--- src/rtl/jk_reg_bank.sv ---
// Bank of WIDTH storage bits; each bit acts as a JK, SR, T or D flip-flop, selected by mode for all bits.
// Latency: one cycle from input to q; toggled and change_cnt line up with the new q.
// Backpressure: none; en gates updates, load always acts, rst overrides both.
module jk_reg_bank #(
    parameter int                WIDTH   = 8,
    parameter logic [WIDTH-1:0]  RST_VAL = {WIDTH{1'b0}},
    parameter int                CNT_W   = 8
) (
    input  logic              clk,
    input  logic              rst,
    input  logic              en,
    input  logic [1:0]        mode,
    input  logic [WIDTH-1:0]  j,
    input  logic [WIDTH-1:0]  k,
    input  logic              load,
    input  logic [WIDTH-1:0]  load_data,
    input  logic              err_clr,
    output logic [WIDTH-1:0]  q,
    output logic [WIDTH-1:0]  qn,
    output logic [WIDTH-1:0]  toggled,
    output logic [CNT_W-1:0]  change_cnt,
    output logic              sr_err
);

    typedef enum logic [1:0] {
        MODE_JK = 2'b00,
        MODE_SR = 2'b01,
        MODE_T  = 2'b10,
        MODE_D  = 2'b11
    } mode_t;

    logic [WIDTH-1:0] q_next;
    logic             sr_hit;

    always_comb begin
        q_next = q;
        sr_hit = 1'b0;
        if (load) begin
            q_next = load_data;
        end else if (en) begin
            case (mode_t'(mode))
                MODE_JK: q_next = (j & ~q) | (~k & q);
                // S=R=1 falls into the hold term and raises the sticky error.
                MODE_SR: begin
                    q_next = (j & ~k) | (q & ~(j ^ k));
                    sr_hit = |(j & k);
                end
                MODE_T:  q_next = q ^ j;
                MODE_D:  q_next = j;
                default: q_next = q;
            endcase
        end
    end

    always_ff @(posedge clk) begin
        if (rst) begin
            q          <= RST_VAL;
            toggled    <= '0;
            change_cnt <= '0;
            sr_err     <= 1'b0;
        end else begin
            q       <= q_next;
            toggled <= q_next ^ q;
            if ((q_next != q) && (change_cnt != {CNT_W{1'b1}})) begin
                change_cnt <= change_cnt + 1'b1;
            end
            // A fresh illegal combination beats a simultaneous clear.
            if (sr_hit) begin
                sr_err <= 1'b1;
            end else if (err_clr) begin
                sr_err <= 1'b0;
            end
        end
    end

    assign qn = ~q;

endmodule
--- config.mk ---
export PLATFORM = sky130hd
export DESIGN_NAME = jk_reg_bank
export DESIGN_NICKNAME = d
export VERILOG_FILES = /design/src/rtl/jk_reg_bank.sv
export SDC_FILE = /design/constraint.sdc
export NUM_CORES = 1
export LEC_CHECK = 0
export ABC_AREA = 1
export CAP_MARGIN = 5
export CORE_MARGIN = 2
export CORE_UTILIZATION = 42
export CTS_CLUSTER_DIAMETER = 80
export DETAILED_ROUTE_END_ITERATION = 8
export PLACE_DENSITY = 0.75
export SYNTH_ARGS = -nofsm -noshare
export SYNTH_HDL_FRONTEND = slang
export SYNTH_SLANG_ARGS = --single-unit
--- constraint.sdc ---
create_clock -name clk -period 1.8 [get_ports clk]
set_input_delay 0.27 -clock clk [delete_from_list [all_inputs] [get_ports clk]]
set_output_delay 0.27 -clock clk [all_outputs]
set_load 0.05 [all_outputs]
; Word-level counts from Yosys, hierarchy flattened
; Index checks and enable logic that the tools add are counted.
[classes]
bitwise = 13
n_eq_ne = 5
addsub = 1
reduce_logical = 4
mux = 8
[ops]
columns = operator, n
row1 = AND 8 bit, 5
row2 = one-hot mux 8 bit (4 select lines), 1
row3 = inverter 8 bit, 3
row4 = bitwise XOR 8 bit, 3
row5 = 2-to-1 mux 8 bit, 2
row6 = bitwise OR 8 bit, 2
row7 = "adder 8 x 1 -> 8 bit, second input constant", 1
row8 = != test 8 bit, 1
row9 = "!= test 8 bit, second input constant", 1
row10 = OR reduction 8 bit, 1
row11 = 2-to-1 mux 1 bit, 5
row12 = "equality test 2 bit, second input constant", 2
row13 = "equality test 2 x 1 -> 1 bit, second input constant", 1
row14 = zero test 2 bit, 1
row15 = nonzero test 2 bit, 1
row16 = logical AND 1 bit, 1
[totals]
register_bits = 25
out_inout_bits = 33

; Longest topological paths before layout
[logic_depth]
word_depth = 9
mapped_depth = 18

; Worst setup path after synthesis
; No wires, ideal clock.
[synth_timing]
path_kind = register to register
startpoint = reg q[4]
endpoint = reg change_cnt[0]
n_path_buf = 1
t_required_ns = 1.683
path_stages_with_launch = 15
arrival_ns = 2.249
setup_slack_ns = -0.566
path_cell_list = dfxtp_1 inv_1 nand2_1 o21ai_0 a21oi_1 nand2_1 nand2_1 nand3_1 nand2_1 nand2_1 nor2_1 nand2_2 buf_6 a21oi_1 nor2_1
[synth_via]
elab_chain_cells = 8
word_cells_on_any_way = 12
classes_between = 1 x eq/ne / 3 x mux / 7 x bitwise / 1 x reduce/logical
[synth_lines]
columns = item, line
row1 = "start, declared", 18  ; output logic [WIDTH-1:0] q,
row2 = "start signal, assigned", 62  ; q <= q_next;
row3 = inverter 8 bit, -
row4 = named net qn[4], 19  ; output logic [WIDTH-1:0] qn,
row5 = AND 8 bit, 42  ; MODE_JK: q_next = (j & ~q) | (~k & q);
row6 = bitwise OR 8 bit, 42
row7 = one-hot mux 8 bit (4 select lines), 41  ; case (mode_t'(mode))
row8 = 2-to-1 mux 8 bit, 40  ; end else if (en) begin
row9 = 2-to-1 mux 8 bit, 38  ; if (load) begin
row10 = != test 8 bit, 64  ; if ((q_next != q) && (change_cnt != {CNT_W{1'b1}})) begin
row11 = logical AND 1 bit, 64
row12 = "end signal, assigned", 65  ; change_cnt <= change_cnt + 1'b1;
row13 = "end, declared", 21  ; output logic [CNT_W-1:0] change_cnt,
; The timed path passes the listed nets, and every way through them passes these cells.
; A chain may end at the register's enable or synchronous reset.

; Final worst setup path
[layout_timing]
startpoint = reg q[6]
endpoint = reg change_cnt[5]
[layout_via]
elab_chain_cells = 8
word_cells_on_any_way = 12
classes_between = 1 x eq/ne / 3 x mux / 7 x bitwise / 1 x reduce/logical
[layout_lines]
columns = item, line
row1 = inverter 8 bit, 42
row2 = AND 8 bit, 42
row3 = bitwise OR 8 bit, 42
row4 = one-hot mux 8 bit (4 select lines), 41
row5 = 2-to-1 mux 8 bit, 40
row6 = 2-to-1 mux 8 bit, 38
row7 = != test 8 bit *, 64
row8 = logical AND 1 bit *, 64
; Every way passes the cells marked *; elsewhere a longest branch is shown, timed or not.

==> run summary <==
clock sinks: 25
Site Rows: 24
core area: 4410 µm²
most instantiated library cell after synthesis: nand2_1
Yosys warning count: 0
worst min-delay path category: register to register
Cell Pwr Density: 566 nW/µm²
Clk pin slew, worst setup/hold paths: 90 ps
Gate power share: 0.528
Root Buffer: clkbuf_8
largest net degree at the start of global routing: 14
Max-cap violations: 0
Clock Power Share: 0.165
nets@finish: 536
main combinational cell family by area after synthesis: simple AND/OR/NAND/NOR gates
sequential power share: 0.307
drt drc: 0
Yosys top cell by area: dfxtp_1
Worst-Margin Slew: 527 ps
Die H: 72.0 µm
cell count after placement: 476
Filler Cell Count: 248
crit path max-delay cell type: dfxtp_4
Crit Path Max Fanout: 7
DP Area: 2990 µm²
routing usage on met3: 0.0389
internal power: 1.26 mW
Ant. Diodes: 0
slew margin rel.: 0.648
Post-synth EDFFs: 0
CP Cell Sequence: clkinvlp_4, nand2_2, nand2_2, a21oi_2, nand2_1, nand2_2, nand2_2, nand2_2, nand2_2, nand2_2, nor2_4, nand2_4, buf_6, nand3_1, a21oi_1
drt first-iter violations: 232
htree depth: 1
Crit path arrival time: 2160 ps
Tmin final: 1950 ps
commonest cells in the netlist: nand2_1, inv_1, nand3_1, a21oi_1, dfxtp_1
Setup TNS Final: -1370 ps
Fmax: 512 MHz
Startpoint Class: register
Layout Cells excl Fill: 539
post-synthesis sequential area ratio: 0.257
final worst setup slack: -152 ps
Synth Register Bits: 25
crit path kind: register to register
met1 GRT Util: 0.303
async set-or-reset flop fraction in the synthesized netlist: 0
Design Power: 2.09 mW
via/cell ratio: 5.32
DIE AREA: 5190 µm²
total number of vias: 2868
input/output buffers: 63
Final Hold Vio Count: 0
multiplexer share of the synthesized area: 0
CP required: 2010 ps
global-route met2 utilization: 0.507
Die X: 72.0 µm
share of the synthesized area in the top cell type: 0.257
layout cells sized above 1: 0.524
vias in the first global route: 2622
cts bufs inserted: 3
Initial Util: 0.440
CP most frequent cell: nand2_2
Synth Area in Compound Gates: 0.0824
global-route wire length before repair: 11.2 mm
setup violators final: 13
mean post-synth cell area: 6.13 µm²
sw frac: 0.395
Fin Hold WS: 493 ps
initial antenna violation count: 0
Post-Place Worst Slack: -798 ps
Switch Pwr: 825 µW
Final Util: 0.836
CTS tree: built
Critical Path End Type: register
routed wire length: 8.42 mm
Total GRT Usage: 0.267
Synth Cell Area: 1940 µm²
fin crit share: 1.08
leakage power: 1.88 nW
Final Instance Area: 3690 µm²
Worst VDD drop: 495 µV
Bufs on Longest Clock Path: 2
Cells after Synth: 317
Area Overhead vs Synth: 89.8%
gr busiest metal: met2
GR Overflow Total: 0
DR WL/cell: 15.6 µm
Pre-antenna DRT Iters: 9
post-DP HPWL: 4.32 mm
io pins: 64
Synth area leaders: dfxtp_1, nand2_1, ha_1, nand3_1, inv_1
failing checks: negative setup slack
Clock Latency Late Sink: 270 ps
status: complete, but fails checks
Routed Antenna Nets: 0
unrepaired setup endpoints after global routing: yes
Post-Syn Nets: 365
synth unique cells: 22
Post-Synth Simple-Gate Area: 0.431
clk_skew: 0.715 ps
Post-Synth XOR/XNOR Area: 0.0225
main flop type after synthesis: dfxtp_1
Post-Synth Adder-Cell Area: 0.109
GPL Wtd Cong: 0.946
crit-path max cell delay: 400 ps
Max Slew Vio Count: 0
## path summary, 6_finish.rpt
kind	depth (start not counted)	end	start	slack (ps)
setup / recovery	15	change_cnt[5]	q[6]	-150
hold / removal	2	sr_err	sr_err	490
setup reg to reg	15	change_cnt[5]	q[6]	-150
hold reg to reg	2	sr_err	sr_err	490
## routing by layer
metal	vias up	wire length (µm)
met5	-	0
met4	0	411
met3	47	562
met2	141	4350
met1	1336	3090
li1	1344	-
## power by group through the flow
| stage | Clock [mW] | Combinational, mW | Sequential, mW |
|---|---|---|---|
| after floorplan | 0 | 0.290 | 0.777 |
| after global placement | 0 | 0.760 | 0.651 |
| after detailed placement | 0 | 0.768 | 0.652 |
| after CTS | 0.329 | 0.939 | 0.639 |
| after global routing | 0.365 | 1.17 | 0.644 |
| final | 0.344 | 1.10 | 0.640 |
## flip-flops by register name (all words and copies together), names as in the netlist
name and count:
q 8, change_cnt 8, sr_err 1, toggled 8
## cell type report
type / instances / area, µm² / share of cell area
multi-input combinational: 244 / 1490 / 0.403
timing repair buffer: 172 / 1370 / 0.371
sequential: 25 / 528 / 0.143
inverter: 41 / 186 / 0.0505
tap: 52 / 65.1 / 0.0176
clock buffer: 4 / 45.0 / 0.0122
timing repair inverter: 1 / 7.51 / 0.00203
## cell usage in the layout, fill, tap and decap left out, types with 9 or more instances in the layout
master | netlist | routed
buf_4 | 0 | 124
nand2_1 | 113 | 66
nand2_2 | 2 | 47
inv_1 | 39 | 27
nand3_1 | 32 | 26
clkdlybuf4s50_1 | 0 | 20
a21oi_1 | 25 | 18
dfxtp_1 | 25 | 17
nor2_1 | 23 | 16
ha_1 | 17 | 16
clkbuf_2 | 0 | 11
clkinvlp_4 | 0 | 9
## cells by family (layout without fill, tap and decap cells)
| logic type | after synthesis | after routing |
|---|---|---|
| compound gates | 32 | 32 |
| xor+xnor | 5 | 5 |
| fa+ha+maj | 17 | 17 |
| buf+inv | 48 | 218 |
| flops | 25 | 25 |
| simple gates | 190 | 190 |
## timing repair
action                                  CTS  global route
endpoints found under the setup margin    8            17
pin swaps                                33            52
setup buffers                            49            13
cloned                                    1             0
resized for setup                        59            82
endpoints found under the hold margin     0             0
hold buffers                              0             0
## worst max-delay path: cells and delay by family (launching register included)
family | cells | cell delay (ps)
buffers and inverters | 2 | 230
DFF | 1 | 400
AOI/OAI and AO/OA | 2 | 290
and+or+nand+nor | 11 | 960
Note: power is estimated with default switching activity, not from simulation.
